**src/rtl/seg_scan4.sv**
```systemverilog
// seg_scan4: four-digit multiplexed scanner for a common-anode 7-segment
// display. Shadow/active digit buffers with an atomic frame-boundary commit,
// per-slot anti-ghosting blanking, and registered LED/SA/ACK/BUSY outputs.
module seg_scan4 #(
  parameter int SCAN_DIV = 50000,  // clock cycles per digit slot
  parameter int GUARD    = 2,      // blanking cycles at the start of a slot
  parameter int CNT_W    = 16      // slot counter width
) (
  input  logic       CLK,
  input  logic       RST,
  input  logic       LD,
  input  logic [1:0] DIGIT_SEL,
  input  logic [3:0] VAL,
  input  logic       DP,
  input  logic       EN,
  input  logic       COMMIT,
  output logic       BUSY,
  output logic       ACK,
  output logic [7:0] LED,
  output logic [3:0] SA
);

  typedef struct packed {
    logic [3:0] val;
    logic       dp;
    logic       en;
  } digit_t;

  localparam logic [CNT_W-1:0] CNT_LAST  = CNT_W'(SCAN_DIV - 1);
  localparam logic [CNT_W-1:0] CNT_GUARD = CNT_W'(GUARD);

  logic [CNT_W-1:0] cnt_q, cnt_d;
  logic [1:0]       dig_q, dig_d;
  logic             pending_q, pending_d;
  logic             ack_q, ack_d;
  logic [7:0]       led_q, led_d;
  logic [3:0]       sa_q, sa_d;
  digit_t [3:0]     shadow_q, shadow_d;
  digit_t [3:0]     active_q, active_d;

  logic             slot_end;
  logic             frame_end;
  digit_t           cur;

  // Active-low abcdefg pattern for a hex value.
  function automatic logic [6:0] seg(input logic [3:0] v);
    case (v)
      4'h0: seg = 7'b0000001;
      4'h1: seg = 7'b1001111;
      4'h2: seg = 7'b0010010;
      4'h3: seg = 7'b0000110;
      4'h4: seg = 7'b1001100;
      4'h5: seg = 7'b0100100;
      4'h6: seg = 7'b0100000;
      4'h7: seg = 7'b0001111;
      4'h8: seg = 7'b0000000;
      4'h9: seg = 7'b0000100;
      4'hA: seg = 7'b0001000;
      4'hB: seg = 7'b1100000;
      4'hC: seg = 7'b0110001;
      4'hD: seg = 7'b1000010;
      4'hE: seg = 7'b0110000;
      default: seg = 7'b0111000;
    endcase
  endfunction

  // Next-state: scan counters, commit handshake, shadow writes, output decode.
  always_comb begin
    // NOTE: every signal driven here gets a default first so no path leaves
    // it unassigned, which would otherwise infer a latch.
    cnt_d     = cnt_q;
    dig_d     = dig_q;
    pending_d = pending_q;
    ack_d     = 1'b0;
    shadow_d  = shadow_q;
    active_d  = active_q;
    sa_d      = 4'b1111;
    led_d     = 8'hFF;

    slot_end  = (cnt_q == CNT_LAST);
    frame_end = slot_end && (dig_q == 2'd3);

    if (slot_end) begin
      cnt_d = '0;
      dig_d = dig_q + 2'd1;  // 2-bit index wraps 3 -> 0 by itself
    end else begin
      cnt_d = cnt_q + 1'b1;
    end

    // The copy takes the pre-edge shadow, so an LD in the same cycle only
    // lands in the shadow and waits for the next commit.
    if (frame_end && pending_q) begin
      active_d  = shadow_q;
      pending_d = 1'b0;
      ack_d     = 1'b1;
    end else if (COMMIT) begin
      pending_d = 1'b1;
    end

    if (LD) begin
      shadow_d[DIGIT_SEL] = '{val: VAL, dp: DP, en: EN};
    end

    cur = active_q[dig_q];
    if ((cnt_q >= CNT_GUARD) && cur.en) begin
      sa_d  = ~(4'b0001 << dig_q);
      led_d = {seg(cur.val), ~cur.dp};
    end
  end

  // State and output registers with synchronous reset.
  always_ff @(posedge CLK) begin
    if (RST) begin
      cnt_q     <= '0;
      dig_q     <= '0;
      pending_q <= 1'b0;
      ack_q     <= 1'b0;
      sa_q      <= 4'b1111;
      led_q     <= 8'hFF;
      // NOTE: the digit buffers are reset because a cleared EN is what
      // keeps every digit blank until the first commit.
      shadow_q  <= '0;
      active_q  <= '0;
    end else begin
      // NOTE: non-blocking assignments so every flop samples pre-edge values.
      cnt_q     <= cnt_d;
      dig_q     <= dig_d;
      pending_q <= pending_d;
      ack_q     <= ack_d;
      sa_q      <= sa_d;
      led_q     <= led_d;
      shadow_q  <= shadow_d;
      active_q  <= active_d;
    end
  end

  assign BUSY = pending_q;
  assign ACK  = ack_q;
  assign LED  = led_q;
  assign SA   = sa_q;

endmodule

```
**config.mk**
```make
export PLATFORM = sky130hd
export DESIGN_NAME = seg_scan4
export DESIGN_NICKNAME = d
export VERILOG_FILES = /design/src/rtl/seg_scan4.sv
export SDC_FILE = /design/constraint.sdc
export NUM_CORES = 1
export LEC_CHECK = 0
export CAP_MARGIN = 20
export CORE_MARGIN = 2
export CORE_UTILIZATION = 55
export CTS_CLUSTER_DIAMETER = 200
export DETAILED_ROUTE_END_ITERATION = 16
export GPL_ROUTABILITY_DRIVEN = 0
export PLACE_DENSITY = 0.76
export REMOVE_ABC_BUFFERS = 1
export SLEW_MARGIN = 25
export SYNTH_ARGS = -nofsm -noshare
export SYNTH_HDL_FRONTEND = slang
export SYNTH_SLANG_ARGS = --single-unit
export TNS_END_PERCENT = 30
```
**constraint.sdc**
```tcl
create_clock -name CLK -period 6.62 [get_ports CLK]
set_input_delay 1.324 -clock CLK [delete_from_list [all_inputs] [get_ports CLK]]
set_output_delay 1.324 -clock CLK [all_outputs]
set_load 0.02 [all_outputs]
```
==> run_results.csv, run 1 <==
group,metric,value,unit
route,dr.pass1.iters,4,
synthesis,synth.avg_cell_area,10.4,um2
synthesis,synth_edf_count,0,
global_routing,grt_pass1_wl,9670,um
clock_network,path_clk_slew,0.08,ns
finish,regArea,1600,um2
sta,hold_viol_final,0,
power_and_ir_drop,powerDensity,238,nW/um2
synthesis,syn_inst,310,
sta,report.final.slew_viol_count,0,
route,drc,0,
synthesis,ys_seq_area_share,49.7,%
setup_path,endpoint_kind,"flop",
sta,min_period,2.86,ns
floorplanning,row_count,27,
clock_network,clock_latency,0.35,ns
setup_path,crit_type,"input pin to flop",
floorplanning,pin_count,26,
finish,final_nets,357,
finish,multi_input_area,1510,um2
floorplanning,die_area,6490,um2
floorplanning,core_region_area,5570,um2
route,post_drt_wl_per_cell,13.6,um
clock_network,htreeDepth,3,
place,port_buffers,25,
sta,setup_tns,0,ns
sta,rsz0062_at_grt,"false",
power_and_ir_drop,ir_drop,0.180,mV
synthesis,syn_area,3220,um2
global_routing,groute.usage.overall,19.8,%
floorplanning,start_util,57.8,%
finish,mostFrequentLayoutCell,"dfxtp_1",
finish,fillers,446,
global_routing,grt_max_degree,32,
clock_network,post_cts_buffers,0,
sta,holdWs,0.470,ns
finish,layout-drive-gt1-share,8.28,%
synthesis,synthFlopType,"dfxtp_1",
clock_network,clockBufferDepth,2,
finish,diodes,0,
route,first_iter_violations,100,
route,routed_wl,5560,um
route,drtAntennaViolNets,0,
clock_network,ctsResizeCount,0,
min_path,whs_path_depth,1,
place,dp_hpwl,3700,um
route,vias,2198,
setup_path,cp-start-kind,"input pin",
clock_network,root_buffer,"clkbuf_8",
sta,fin_crit_sh,43.2,%
global_routing,first_global_vias,2110,
finish,layout_common_cells,"80 x dfxtp_1, 50 x nor2_1, 27 x mux2i_1",
setup_path,critPathMaxFanout,31,
clock_network,postCtsHoldBufs,0,
clock_network,cts_inserted_buffers,9,
floorplanning,die_w,80.5,um
finish,syn2layout_area_growth,14.6,%
job,maxCapViolations,0,
global_routing,antenna_found_initial,0,
sta,fin_worst_skew,0.00745,ns
synthesis,yosysWarnings,0,
power_and_ir_drop,p_leak,1.49,nW
setup_path,required,6.80,ns
min_path,hp-class,"flop to flop",
sta,worst_pin_slew,0.866,ns
clock_network,cts_tree,"done",
setup_path,r2r_cells,5,
sta,slew_headroom,40.6,%
synthesis,synth.distinct_cells,38,
setup_path,worst_ep_arrival_time,3.04,ns
global_routing,grt-ovfl-total,0,
sta,setup_viol_count_final,0,
floorplanning,die_h,80.5,um
route,via_per_inst,5.36,
synthesis,synth-async-reset-ratio,0,%
sta,max_freq,350,MHz
clock_network,cts_num_sinks,80,
synthesis,synth_seq_cells,80,
outcome,status,"complete, no violations",
==> metrics by stage <==
stage / total power, mW / cell area, um2 / utilization [%] / worst slack (ns) / instances
6_report: 0.879 / 3690 / 66.2 / 3.76 / 410
4_1_cts: 0.888 / 3690 / 66.2 / 3.76 / 410
5_1_grt: 0.914 / 3690 / 66.2 / 3.64 / 410
3_5_place_dp: 0.539 / 3490 / 62.6 / 3.35 / 394
2_1_floorplan: 0.521 / 3140 / - / 4.17 / 295
3_3_place_gp: 0.538 / 3490 / 62.6 / 3.43 / 394
==> critical path, stage by stage <==
cell and delay, ns:
clkdlybuf4s50_1 0.40, buf_4 0.24, nand2b_1 0.19, a21oi_1 0.64, o221ai_1 0.25
==> synthesized netlist by cell type (2+ instances only) <==
| cell | count | area share, % |
|---|---|---|
| dfxtp_1 | 80 | 50 |
| nor2_1 | 50 | 5.8 |
| mux2i_1 | 28 | 8.7 |
| a22o_1 | 24 | 6.5 |
| nand2_1 | 18 | 2.1 |
| ha_1 | 12 | 4.7 |
| nand3_1 | 11 | 1.7 |
| xnor2_1 | 8 | 2.2 |
| inv_1 | 7 | 0.82 |
| xor2_1 | 7 | 1.9 |
| clkbuf_1 | 6 | 0.70 |
| nor3_1 | 6 | 0.93 |
| a21oi_1 | 5 | 0.78 |
| buf_2 | 5 | 0.78 |
| mux2_2 | 4 | 1.4 |
| mux4_2 | 4 | 2.8 |
| buf_6 | 3 | 1.0 |
| o21ai_1 | 3 | 0.47 |
| o221ai_1 | 3 | 0.82 |
| a31oi_1 | 2 | 0.39 |
| and3_1 | 2 | 0.39 |
| nand2b_1 | 2 | 0.39 |
| nand3b_1 | 2 | 0.47 |
| nor3b_1 | 2 | 0.47 |
| o21a_1 | 2 | 0.47 |
| or4_1 | 2 | 0.47 |
==> logic make-up after synthesis <==
family	count (synthesis)	synth area share, %
simple gates	101	14.4
buf+inv	23	3.57
xor+xnor	15	4.08
mux	37	13.2
flops	80	49.7
compound gates	42	10.3
fa+ha+maj	12	4.66
==> power breakdown <==
| group | total, mW | internal, mW | leakage [nW] | switching (mW) |
|---|---|---|---|---|
| clock network | 0.352 | 0.175 | 0.0929 | 0.176 |
| registers | 0.492 | 0.488 | 0.647 | 0.00463 |
| logic | 0.0348 | 0.0166 | 0.751 | 0.0182 |
==> final timing paths <==
check / from / slack [ns] / end
max reg2reg: cnt_q[0] / 4.08 / active_q[14]
max: RST / 3.76 / LED[2]
min reg2reg: shadow_q[7] / 0.47 / active_q[7]
min: shadow_q[7] / 0.47 / active_q[7]
==> routing by layer <==
layer	global-route usage, %	routed length, um	vias to the layer above
li1	-	-	1128
met1	23.9	2610	1027
met2	33.0	2650	33
met3	6.07	209	10
met4	7.63	87	0
met5	0	0	-
==> final cells by class <==
class                           instances  share of cell area, %
Inverter                                8                  0.814
Tap cell                               72                   2.44
Multi-Input combinational cell        207                   40.9
Clock buffer                           10                   3.46
Sequential cell                        80                   43.4
Timing Repair Buffer                   27                   7.19
Clock inverter                          6                   1.83
==> flip-flops by register name, summed over array words and instances, names as in the netlist <==
register and flops:
shadow_q 24, cnt_q 16, active_q 24, dig_q 2, SA 4, ACK 1, LED 8, BUSY 1
Power figures use the tool's default switching activity.
==> run 2: changes to the inputs <==
Clock period 6.62 ns to 2.8 ns, I/O delays scaled along.
==> run 2 against run 1 <==
Against the previous run:
- register-to-register slack got worse by 3.7 ns
- clock skew fell by 0.0015 ns
- global-route usage rose by 0.44 points
- combinational power rose by 140%
- sequential share of layout area fell by 0.61 points
- sequential power rose by 140%
- via count rose by 2.5%
- cell count rose by 1.7%
- wire length rose by 5.5%
- worst hold slack got worse by 0.0018 ns
- core utilization rose by 0.94 points
- count of clock-buffer cells in the layout rose by 3
- critical endpoint is now active_q[3]
- largest cell class unchanged
- highest routed layer unchanged
==> run_results.csv, run 2 (synthesis results as in run 1) <==
group,metric,value,unit
place,dp.cells,401,
setup_path,cp.depth,5,
route,dr.pass1.iters,4,
setup_path,cp_cell_sequence,"ha_1, nand3_1, or4_1, o21ba_1, a22o_1",
global_routing,antenna_found_initial,0,
setup_path,r2r-end,"active_q[3]",
clock_network,post_cts_buffers,0,
setup_path,worst-path-buf-inv,0,
global_routing,grt_pass1_wl,9990,um
setup_path,r2r_setup_slack,0.34,ns
finish,layout.cells.non_filler,417,
route,wl_met3,200,um
clock_network,clockBufferDepth,2,
clock_network,ctsResizeCount,0,
job,maxCapViolations,0,
floorplanning,die_h,80.5,um
finish,mostFrequentLayoutCell,"dfxtp_1",
sta,max_freq,406,MHz
sta,setup_viol_count_final,0,
floorplanning,die_area,6490,um2
sta,setup_tns,0,ns
sta,min_period,2.46,ns
min_path,whs_path_depth,1,
setup_path,critPathMaxFanout,25,
route,via_per_inst,5.40,
clock_network,cts_tree,"done",
setup_path,critPathMaxStageDelay,0.70,ns
min_path,hp-class,"flop to flop",
clock_network,cts_num_sinks,80,
sta,fin_crit_sh,88.0,%
floorplanning,die_w,80.5,um
setup_path,critPathSlowestCell,"or4_1",
route,drc,0,
setup_path,endpoint_kind,"flop",
sta,slew_headroom,43.1,%
min_path,hp-start,"shadow_q[14]",
place,dp_hpwl,4070,um
place,port_buffers,25,
setup_path,cp-start-kind,"flop",
route,route.met2.wl,2710,um
route,first_iter_violations,92,
floorplanning,core_region_area,5570,um2
global_routing,grt-ovfl-total,0,
finish,layout_common_cells,"80 x dfxtp_1, 50 x nor2_1, 28 x mux2i_1",
outcome,status,"complete, no violations",
global_routing,groute.usage.overall,20.2,%
global_routing,grt_max_degree,26,
setup_path,worst_ep_arrival_time,2.69,ns
power_and_ir_drop,powerDensity,560,nW/um2
clock_network,cts_inserted_buffers,9,
setup_path,cp_top_family,"compound AO/OA/AOI/OAI gates",
clock_network,path_clk_slew,0.08,ns
floorplanning,start_util,57.8,%
clock_network,postCtsHoldBufs,0,
route,post_drt_wl_per_cell,14.1,um
finish,syn2layout_area_growth,16.2,%
route,drtAntennaViolNets,0,
finish,diodes,0,
clock_network,clock_latency,0.34,ns
sta,hold_viol_final,0,
clock_network,root_buffer,"clkbuf_8",
setup_path,timing.rr.start,"cnt_q[1]",
power_and_ir_drop,ir_drop,0.435,mV
route,routed_wl,5860,um
setup_path,worstSetupStartpoint,"cnt_q[1]",
route,top_layer_used,"met4",
floorplanning,pin_count,26,
setup_path,r2r_cells,5,
finish,layout-drive-gt1-share,9.57,%
setup_path,crit_type,"flop to flop",
power_and_ir_drop,p_leak,1.54,nW
sta,rsz0062_at_grt,"false",
route,wl_met1,2870,um
min_path,worst_hold_path.endpoint,"active_q[14]",
route,vias,2252,
sta,report.final.slew_viol_count,0,
clock_network,htreeDepth,3,
finish,final_nets,364,
sta,worst_pin_slew,0.854,ns
global_routing,first_global_vias,2190,
sta,fin_worst_skew,0.00598,ns
setup_path,required,3.03,ns
floorplanning,row_count,27,
finish,largestRegisters,"active_q: 24 flops, shadow_q: 24 flops, cnt_q: 16 flops",
-- run 2: cell count changes in the layout (fill, tap and decap cells not counted) --
cell / before / now
mux2i_1: 27 / 28
clkinvlp_4: 2 / 0
inv_6: 1 / 0
buf_4: 2 / 9
clkinv_2: 1 / 2
clkinv_4: 1 / 0
clkbuf_8: 9 / 11
clkbuf_1: 1 / 2
mux2i_2: 1 / 0
-- run 2: report_power, final --
part	total, mW	leakage [nW]	switching (mW)	internal (mW)
combinational	0.0849	0.786	0.0445	0.0405
sequential	1.17	0.647	0.0131	1.15
clock	0.844	0.103	0.385	0.459
total	2.10	1.54	0.443	1.65
-- run 2: metrics by stage --
stage | total power [mW] | setup slack [ns] | hold WS (ns) | area [um2] | utilization (%)
2_1_floorplan | 1.23 | 0.613 | 0.441 | 3140 | -
3_3_place_gp | 1.27 | 0.419 | 0.449 | 3540 | 63.6
3_5_place_dp | 1.28 | 0.356 | 0.457 | 3540 | 63.6
4_1_cts | 2.12 | 0.322 | 0.470 | 3740 | 67.2
5_1_grt | 2.18 | 0.153 | 0.486 | 3740 | 67.2
6_report | 2.10 | 0.337 | 0.468 | 3740 | 67.2
-- run 2: worst reg2reg max path, cell delays in order, from the launching register on --
cell     delay (ns)
dfxtp_1        0.41
ha_1           0.21
nand3_1        0.16
or4_1          0.70
o21ba_1        0.52
a22o_1         0.36
-- run 2: per-layer routing --
| layer | GRT usage, % | vias up |
|---|---|---|
| met5 | 0 | - |
| met4 | 8.31 | 0 |
| met3 | 5.62 | 9 |
| met2 | 32.2 | 37 |
| met1 | 25.8 | 1060 |
| li1 | - | 1146 |
-- run 2: area by class of cell --
type	instances	area, um2
sequential	80	1600
tap	72	90.1
inverter	8	30.0
timing repair buffer	34	318
clock inverter	3	40.0
fill	461	1830
multi-input combinational	207	1510
clock buffer	13	159
-- run 2: worst max path at each step --
stage                               to  slack, ns
after floorplan            active_q[0]       0.61
after global placement    active_q[17]       0.42
after detailed placement   active_q[3]       0.36
after CTS                  active_q[3]       0.32
after global routing      active_q[21]       0.15
final                      active_q[3]       0.34
==> run 3: changes to the inputs <==
Settings changed: CTS_BUF_LIST from default to sky130_fd_sc_hd__clkbuf_16, SKIP_CTS_REPAIR_TIMING from default to 1.
==> run 3 against run 2 <==
Against the previous run:
- sequential share of layout area down 0.91 points
- sequential cell count did not move
- maximum frequency shrank 0.84%
- largest cell class unchanged
- cell count did not move
- critical endpoint is now active_q[21]
- largest power group unchanged
- register-to-register slack lost 0.02 ns
- die area did not move
==> run_results.csv, run 3 (synthesis results as in run 1) <==
group,metric,value,unit
floorplanning,core_region_area,5570,um2
floorplanning,start_util,57.8,%
clock_network,htreeDepth,3,
sta,worst_pin_slew,0.874,ns
route,wl_met3,167,um
setup_path,cp-start-kind,"flop",
finish,largestRegisters,"active_q: 24 flops, shadow_q: 24 flops, cnt_q: 16 flops",
sta,setup_tns,0,ns
clock_network,cts_inserted_buffers,9,
sta,hold_viol_final,0,
route,drc,0,
setup_path,critPathMaxStageDelay,0.70,ns
sta,max_freq,403,MHz
finish,layout_common_cells,"80 x dfxtp_1, 50 x nor2_1, 28 x mux2i_1",
global_routing,first_global_vias,2163,
route,vias,2261,
place,placed_area,3540,um2
route,route.met2.wl,2730,um
finish,syn2layout_area_growth,18.7,%
global_routing,groute.usage.overall,20.1,%
route,post_drt_wl_per_cell,14.1,um
route,wl_met1,2880,um
route,first_iter_violations,71,
power_and_ir_drop,ir_drop,0.455,mV
clock_network,root_buffer,"clkbuf_16",
floorplanning,pin_count,26,
setup_path,critPathMaxFanout,25,
finish,layout-drive-gt1-share,8.99,%
route,routed_wl,5870,um
sta,fin_worst_skew,0.00450,ns
floorplanning,die_area,6490,um2
sta,setup_viol_count_final,0,
floorplanning,die_w,80.5,um
finish,final_nets,364,
place,port_buffers,25,
finish,finish.utilization,68.6,%
finish,mostFrequentLayoutCell,"dfxtp_1",
finish,diodes,0,
setup_path,worst_ep_arrival_time,2.69,ns
sta,slew_headroom,41.8,%
clock_network,cts_tree,"done",
outcome,status,"complete, no violations",
global_routing,grt_max_degree,26,
place,dp_hpwl,4070,um
finish,design_area,3820,um2
power_and_ir_drop,p_leak,1.58,nW
global_routing,grt-ovfl-total,0,
setup_path,crit_type,"flop to flop",
sta,fin_crit_sh,88.7,%
route,top_layer_used,"met4",
sta,min_period,2.48,ns
route,via_per_inst,5.42,
job,maxCapViolations,0,
clock_network,path_clk_slew,0.06,ns
setup_path,endpoint_kind,"flop",
clock_network,clock_latency,0.32,ns
route,dr.pass1.iters,4,
finish,fillers,446,
global_routing,antenna_found_initial,0,
sta,report.final.slew_viol_count,0,
clock_network,clockBufferDepth,2,
min_path,hp-class,"flop to flop",
route,drtAntennaViolNets,0,
setup_path,critPathSlowestCell,"or4_1",
sta,rsz0062_at_grt,"false",
global_routing,grt_pass1_wl,9920,um
setup_path,required,3.01,ns
setup_path,cp_cell_sequence,"ha_1, nand3_1, or4_1, o21ba_1, a22o_1",
power_and_ir_drop,powerDensity,612,nW/um2
floorplanning,die_h,80.5,um
clock_network,cts_num_sinks,80,
floorplanning,row_count,27,
-- run 3: cell count changes in the layout (fill, tap and decap cells not counted) --
cell       before  now
clkbuf_1        2    0
clkinv_1        1    3
clkbuf_8       11    0
clkbuf_16       0    9
inv_1           7    9
-- run 3: cell type report --
type                            count  area [um2]  share of cell area (%)
Sequential cell                    80        1600                    41.9
Multi-Input combinational cell    207        1510                    39.4
Timing Repair Buffer               34         318                    8.31
Clock inverter                      7        55.1                    1.44
Clock buffer                        9         225                    5.89
Inverter                            8        30.0                   0.785
Tap cell                           72        90.1                    2.36
-- run 3: worst paths after layout --
kind                      from           end  slack, ns  cells past startpoint
setup reg to reg      cnt_q[1]  active_q[21]       0.32                      5
hold reg to reg   shadow_q[14]  active_q[14]       0.47                      1
hold / removal    shadow_q[14]  active_q[14]       0.47                      1
setup / recovery      cnt_q[1]  active_q[21]       0.32                      5
-- run 3: layer usage --
layer	vias up	track usage, %
li1	1148	-
met2	39	32.1
met5	-	0
met4	0	8.64
met1	1067	26.5
met3	7	3.71
-- run 3: power by group --
group / internal [mW] / leakage, nW / total [mW] / switching [mW]
Clock: 0.674 / 0.147 / 1.09 / 0.414
Combinational: 0.0407 / 0.786 / 0.0856 / 0.0449
Sequential: 1.16 / 0.647 / 1.17 / 0.0131
-- run 3: worst max-delay path: cells and delay by family, from the launching register on --
kind | cells | cell delay [ns]
AOI/OAI and AO/OA | 2 | 0.88
and+or+nand+nor | 2 | 0.87
DFF | 1 | 0.41
adders and majority gates | 1 | 0.21
-- run 3: stage by stage --
stage               power, mW  hold WS, ns  worst slack, ns  std cells
floorplan                1.23        0.441            0.613        295
global placement         1.27        0.449            0.419        401
detailed placement       1.28        0.457            0.356        401
CTS                      2.36        0.469            0.309        417
global route             2.43        0.484            0.136        417
finish                   2.34        0.466            0.316        417
==> RTL change 1 (settings of run 2) <==
Put one more register stage on the output `LED`, cleared by the reset. The value now appears one clock later. The other outputs are not delayed to match. Comments in the files are not updated.
--- a/src/rtl/seg_scan4.sv
+++ b/src/rtl/seg_scan4.sv
@@ -136,7 +136,13 @@
 
   assign BUSY = pending_q;
   assign ACK  = ack_q;
-  assign LED  = led_q;
+  always_ff @(posedge CLK) begin
+    if (RST) begin
+      LED <= '0;
+    end else begin
+      LED <= led_q;
+    end
+  end
   assign SA   = sa_q;
 
 endmodule
Check against the original RTL: not equivalent (Yosys sat finds a counterexample within 4 cycles, from zero or initial values and one cycle with RST high).
==> RTL change 1 against run 2 <==
  * Cell area is 6.9% higher
  * Wire length is 6.4% higher
  * Maximum frequency is 13% higher
  * Setup slack better by 0.29 ns
  * Synthesized area is 7.7% higher
  * Highest routed layer unchanged
  * Count of clock-buffer cells in the layout is 1 lower
  * Sequential cell count is 8 higher
  * Total power is 6.5% higher
==> RTL change 1: results (changes against run 2) <==
| Metric | Value |
|---|---|
| Worst hold-check path type | flip-flop to flip-flop |
| Leak pwr | 0.00163 uW (+6.1%) |
| Worst reg2reg path endpoint | led_q[7]$_SDFF_PP1_ |
| All-Layer GR Usage | 19.1% (-1.1 points) |
| Worst reg2reg path depth | 8 (+3) |
| Final nets | 383 (+5.2%) |
| Clk_skew | 0.00933 ns (+0.00335 ns) |
| Max VDD drop | 467 uV (+7.5%) |
| Clk pin slew, worst setup/hold paths | 0.08 ns (about the same) |
| Biggest regs | active_q: 24 flops, shadow_q: 24 flops, cnt_q: 16 flops |
| Crit path largest cell delay | 0.60 ns (-0.10 ns) |
| Sequential fraction of the synthesis area | 50.8% (+1.0 points) |
| Port buffer count | 25 (unchanged) |
| Layout cells sized above 1 | 10.7% (+1.2 points) |
| Slowest stage cell, crit path | mux4_2 |
| Hold path start | led_q[4]$_SDFF_PP1_ |
| Hpwl dp | 4320 um (+6.0%) |
| Crit Path Max Fanout | 6 (-76%) |
| Top post-synthesis cells by area | dfxtp_1 51%, mux2i_1 8.1%, a22o_1 6.1% |
| Outcome | complete, no violations |
| Count leader, synth | dfxtp_1 |
| CTS max path bufs | 2 (unchanged) |
| Post-cts resize count | 0 (unchanged) |
| First-pass GRT wire length | 10600 um (+6.2%) |
| Pin count of the biggest net entering global routing | 32 (+23%) |
| Routed vias | 2365 (+5.0%) |
| Dpl ws | 0.644 ns (+0.288 ns) |
| Clock Tree Root | clkbuf_8 |
| # Post-CTS Setup Buffers | 0 (unchanged) |
| Dpl cell area | 3810 sq um (+7.6%) |
| First-pass detailed-route iteration total | 4 (unchanged) |
| Async S/R FF share, synth | 0% (unchanged) |
| Slew @ Worst Pin | 0.560 ns (-0.294 ns) |
| Fill cells | 492 (+6.7%) |
| H-Tree Level Count | 3 (unchanged) |
| Top cells by count, synth | 88 x dfxtp_1, 50 x nor2_1, 28 x mux2i_1 |
| Number of flops mapped to enable cells by yosys | 0 (unchanged) |
| Post-Route WL | 6240 um (+6.4%) |
| Vias in the first global route | 2190 (unchanged) |
| Number of synthesis warnings | 0 (unchanged) |
| Initial DRC Count | 141 (+53%) |
| Reg2reg setup slack | 0.63 ns (+0.29 ns) |
| R2R Path Start | dig_q[0]$_SDFFE_PP0N_ |
| Crit path max-delay family | multiplexers |
| Synth top area share | 50.8% (+1.0 points) |
| Cell variety after synth | 42 (+11%) |
| Endpoint with the worst hold slack | LED[4]$_SDFF_PP0_ |
| Skew-Pair Late Insertion Delay | 0.35 ns |
| CTS buffer count | 9 (unchanged) |
| Worst hold path depth | 1 (unchanged) |
| ANT cells | 0 (unchanged) |
[RTL change 1: cell count changes after synthesis, moves of 3 or more]
| cell | run 2 | this run |
|---|---|---|
| dfxtp_1 | 80 | 88 |
| nor2b_1 | 0 | 8 |
| buf_6 | 3 | 0 |
| inv_1 | 7 | 10 |
| nand2_1 | 18 | 15 |
| o21ai_0 | 0 | 3 |
| o21ai_1 | 3 | 0 |
[RTL change 1: report_power, final]
| group | total, uW | switching (uW) | internal (uW) |
|---|---|---|---|
| Combinational | 109 | 57.8 | 51.0 |
| Sequential | 1290 | 13.0 | 1270 |
| Clock | 836 | 405 | 431 |
| Total | 2230 | 476 | 1750 |
[RTL change 1: worst max path at each step]
| stage | from | to | slack, ns |
|---|---|---|---|
| 6_report | dig_q[0]$_SDFFE_PP0N_ | led_q[7]$_SDFF_PP1_ | 0.63 |
| 5_1_grt | dig_q[0]$_SDFFE_PP0N_ | led_q[7]$_SDFF_PP1_ | 0.43 |
| 4_1_cts | dig_q[0]$_SDFFE_PP0N_ | led_q[7]$_SDFF_PP1_ | 0.62 |
| 3_5_place_dp | dig_q[0]$_SDFFE_PP0N_ | led_q[7]$_SDFF_PP1_ | 0.64 |
| 3_3_place_gp | dig_q[0]$_SDFFE_PP0N_ | led_q[7]$_SDFF_PP1_ | 0.70 |
| 2_1_floorplan | dig_q[0]$_SDFFE_PP0N_ | led_q[7]$_SDFF_PP1_ | 0.58 |
[RTL change 1: area by class of cell]
class / instances / share of cell area (%)
Sequential cell: 88 / 44.0
Multi-Input combinational cell: 216 / 40.1
Timing Repair Buffer: 34 / 7.94
Clock buffer: 12 / 3.63
Tap cell: 75 / 2.35
Clock inverter: 3 / 1.06
Inverter: 10 / 0.938
[RTL change 1: kinds of logic (layout without fill, tap and decap cells)]
family                   count (synthesis)  count (layout)  synth area share [%]
adder cells (fa/ha/maj)                 12              12                  4.33
buffers and inverters                   25              59                  3.06
AND/OR/NAND/NOR                        110             110                  15.9
AO/OA/AOI/OAI                           42              42                  9.88
XOR/XNOR                                15              15                  3.79
multiplexers                            37              37                  12.3
flip-flops                              88              88                  50.8
[RTL change 1: per-stage QoR]
stage,utilization [%],instances,hold WS [ns],power [uW]
final,66.4,438,0.441,2230
after global routing,66.4,438,0.459,2320
after CTS,66.4,438,0.445,2250
after detailed placement,63.3,423,0.426,1430
after global placement,63.3,423,0.417,1420
after floorplan,-,314,0.414,1370
[RTL change 1: metal layers]
layer  GRT usage [%]  share of wire (%)  wire [um]  vias up
li1                -                  -          -     1206
met1            25.8                 48       3010     1107
met2            29.4                 46       2900       45
met3            6.36                4.3        271        7
met4            5.72                1.0         63        0
met5               0                  0          0        -
==> RTL change 2 (flow settings as in run 2) <==
Without the edit above. Change the parameter `CNT_W` from 16 to 12.
--- a/src/rtl/seg_scan4.sv
+++ b/src/rtl/seg_scan4.sv
@@ -4,7 +4,7 @@
 module seg_scan4 #(
   parameter int SCAN_DIV = 50000,  // clock cycles per digit slot
   parameter int GUARD    = 2,      // blanking cycles at the start of a slot
-  parameter int CNT_W    = 16      // slot counter width
+  parameter int CNT_W    = 12      // slot counter width
 ) (
   input  logic       CLK,
   input  logic       RST,
Check against the original RTL: same outputs for any inputs over 10 cycles, from zero or initial values and one cycle with RST high; that may be too few to reach the edited logic, so the function may still have changed.
==> RTL change 2 against run 2 <==
  * Total power decreased by 2.8%
  * Global-route usage decreased by 0.62 points
  * Sequential cell count decreased by 4
  * Synthesized area decreased by 4.4%
  * Wire length decreased by 6.2%
  * Largest power group unchanged
  * Setup slack improved by 0.19 ns
  * Synthesized cell count decreased by 9.7%
  * Cell area decreased by 4.2%
==> RTL change 2: results (changes against run 2) <==
| Metric | Value |
|---|---|
| WP data arrival | 2.48 ns (-0.21 ns) |
| Fill cells | 449 (-2.6%) |
| Top post-synthesis cells by area | dfxtp_1 49%, mux2i_1 9.4%, a22o_1 6.8% |
| Slew @ Worst Pin | 0.687 ns (-0.167 ns) |
| CTS buffer count | 9 (unchanged) |
| Leak pwr | 0.00146 uW (-5.2%) |
| Cell variety after synth | 40 (+5.3%) |
| Endpoint with the worst hold slack | active_q[20]$_SDFFE_PP0P_ |
| All-Layer GR Usage | 19.6% (-0.62 points) |
| Mapped cell area | 3080 sq um (-4.4%) |
| Crit Path Max Fanout | 7 (-72%) |
| Pin count of the biggest net entering global routing | 30 (+15%) |
| Skew-Pair Late Insertion Delay | 0.35 ns |
| Hold path start | shadow_q[20]$_SDFFE_PP0P_ |
| Outcome | complete, no violations |
| Dpl cell area | 3380 sq um (-4.6%) |
| Initial DRC Count | 76 (-17%) |
| Top cells by count, synth | 76 x dfxtp_1, 39 x nor2_1, 29 x mux2i_1 |
| Vias in the first global route | 1922 (-12%) |
| Clk_skew | 0.00793 ns (+0.00195 ns) |
| R2R Path Start | dig_q[0]$_SDFFE_PP0N_ |
| Routed vias | 2083 (-7.5%) |
| Max VDD drop | 434 uV (-0.22%) |
| Final nets | 330 (-9.3%) |
| Crit path largest cell delay | 0.64 ns (-0.06 ns) |
| Reg2reg setup slack | 0.53 ns (+0.19 ns) |
| Biggest regs | active_q: 24 flops, shadow_q: 24 flops, cnt_q: 12 flops |
| Non-filler cells, final | 383 (-8.2%) |
| Crit path launch | dig_q[0]$_SDFFE_PP0N_ |
| Sequential fraction of the synthesis area | 49.4% (-0.32 points) |
| Placed instance count | 367 (-8.5%) |
| Slowest stage cell, crit path | mux4_2 |
| Mapped Cells | 280 (-9.7%) |
| First-pass detailed-route iteration total | 5 (+1) |
| Hpwl dp | 3750 um (-8.0%) |
RTL change 2: changes by cell type after synthesis, moves of 3 or more:
cell      delta
a21oi_1      -5
dfxtp_1      -4
nand2_1      -8
nand3_1      -4
nand4_1      +3
nor2_1      -11
nor3_1       -3
o211ai_1     +3
o21ai_0      +3
o21ai_1      -3
xnor2_1      -3
RTL change 2: critical path, delay by kind of cell (launching register included):
kind,cells,cell delay (ns)
fa+ha+maj,1,0.24
mux,1,0.64
simple gates,1,0.47
flops,1,0.57
compound gates,2,0.21
RTL change 2: where the power goes:
part | internal (uW) | switching (uW) | total [uW]
Combinational | 39.5 | 45.0 | 84.5
Clock | 458 | 386 | 843
Sequential | 1100 | 11.5 | 1110
Total | 1590 | 442 | 2040
RTL change 2: cells by family after synthesis:
kind of cell | share of synthesized area (%)
simple gates | 12.9
flops | 49.4
compound gates | 10.6
mux | 15.3
buf+inv | 3.33
xor+xnor | 3.70
fa+ha+maj | 4.87
RTL change 2: per-stage QoR:
stage / hold WS, ns / worst slack (ns)
6_report: 0.457 / 0.531
5_1_grt: 0.484 / 0.394
4_1_cts: 0.465 / 0.523
3_5_place_dp: 0.453 / 0.523
3_3_place_gp: 0.440 / 0.507
2_1_floorplan: 0.426 / 0.519
RTL change 2: metal layers:
metal / wire length [um] / GRT usage [%]
met5: 0 / 0
met4: 91 / 7.93
met3: 237 / 6.59
met1: 2640 / 25.0
met2: 2530 / 30.7
RTL change 2: final cells by class:
| class | instances | area [sq um] | area share (%) |
|---|---|---|---|
| inverters | 7 | 26.3 | 0.733 |
| repair buffers | 29 | 280 | 7.82 |
| clock inverters | 4 | 47.5 | 1.33 |
| well taps | 72 | 90.1 | 2.51 |
| flip-flops and latches | 76 | 1520 | 42.4 |
| multi-input cells | 183 | 1470 | 40.9 |
| clock buffers | 12 | 155 | 4.33 |
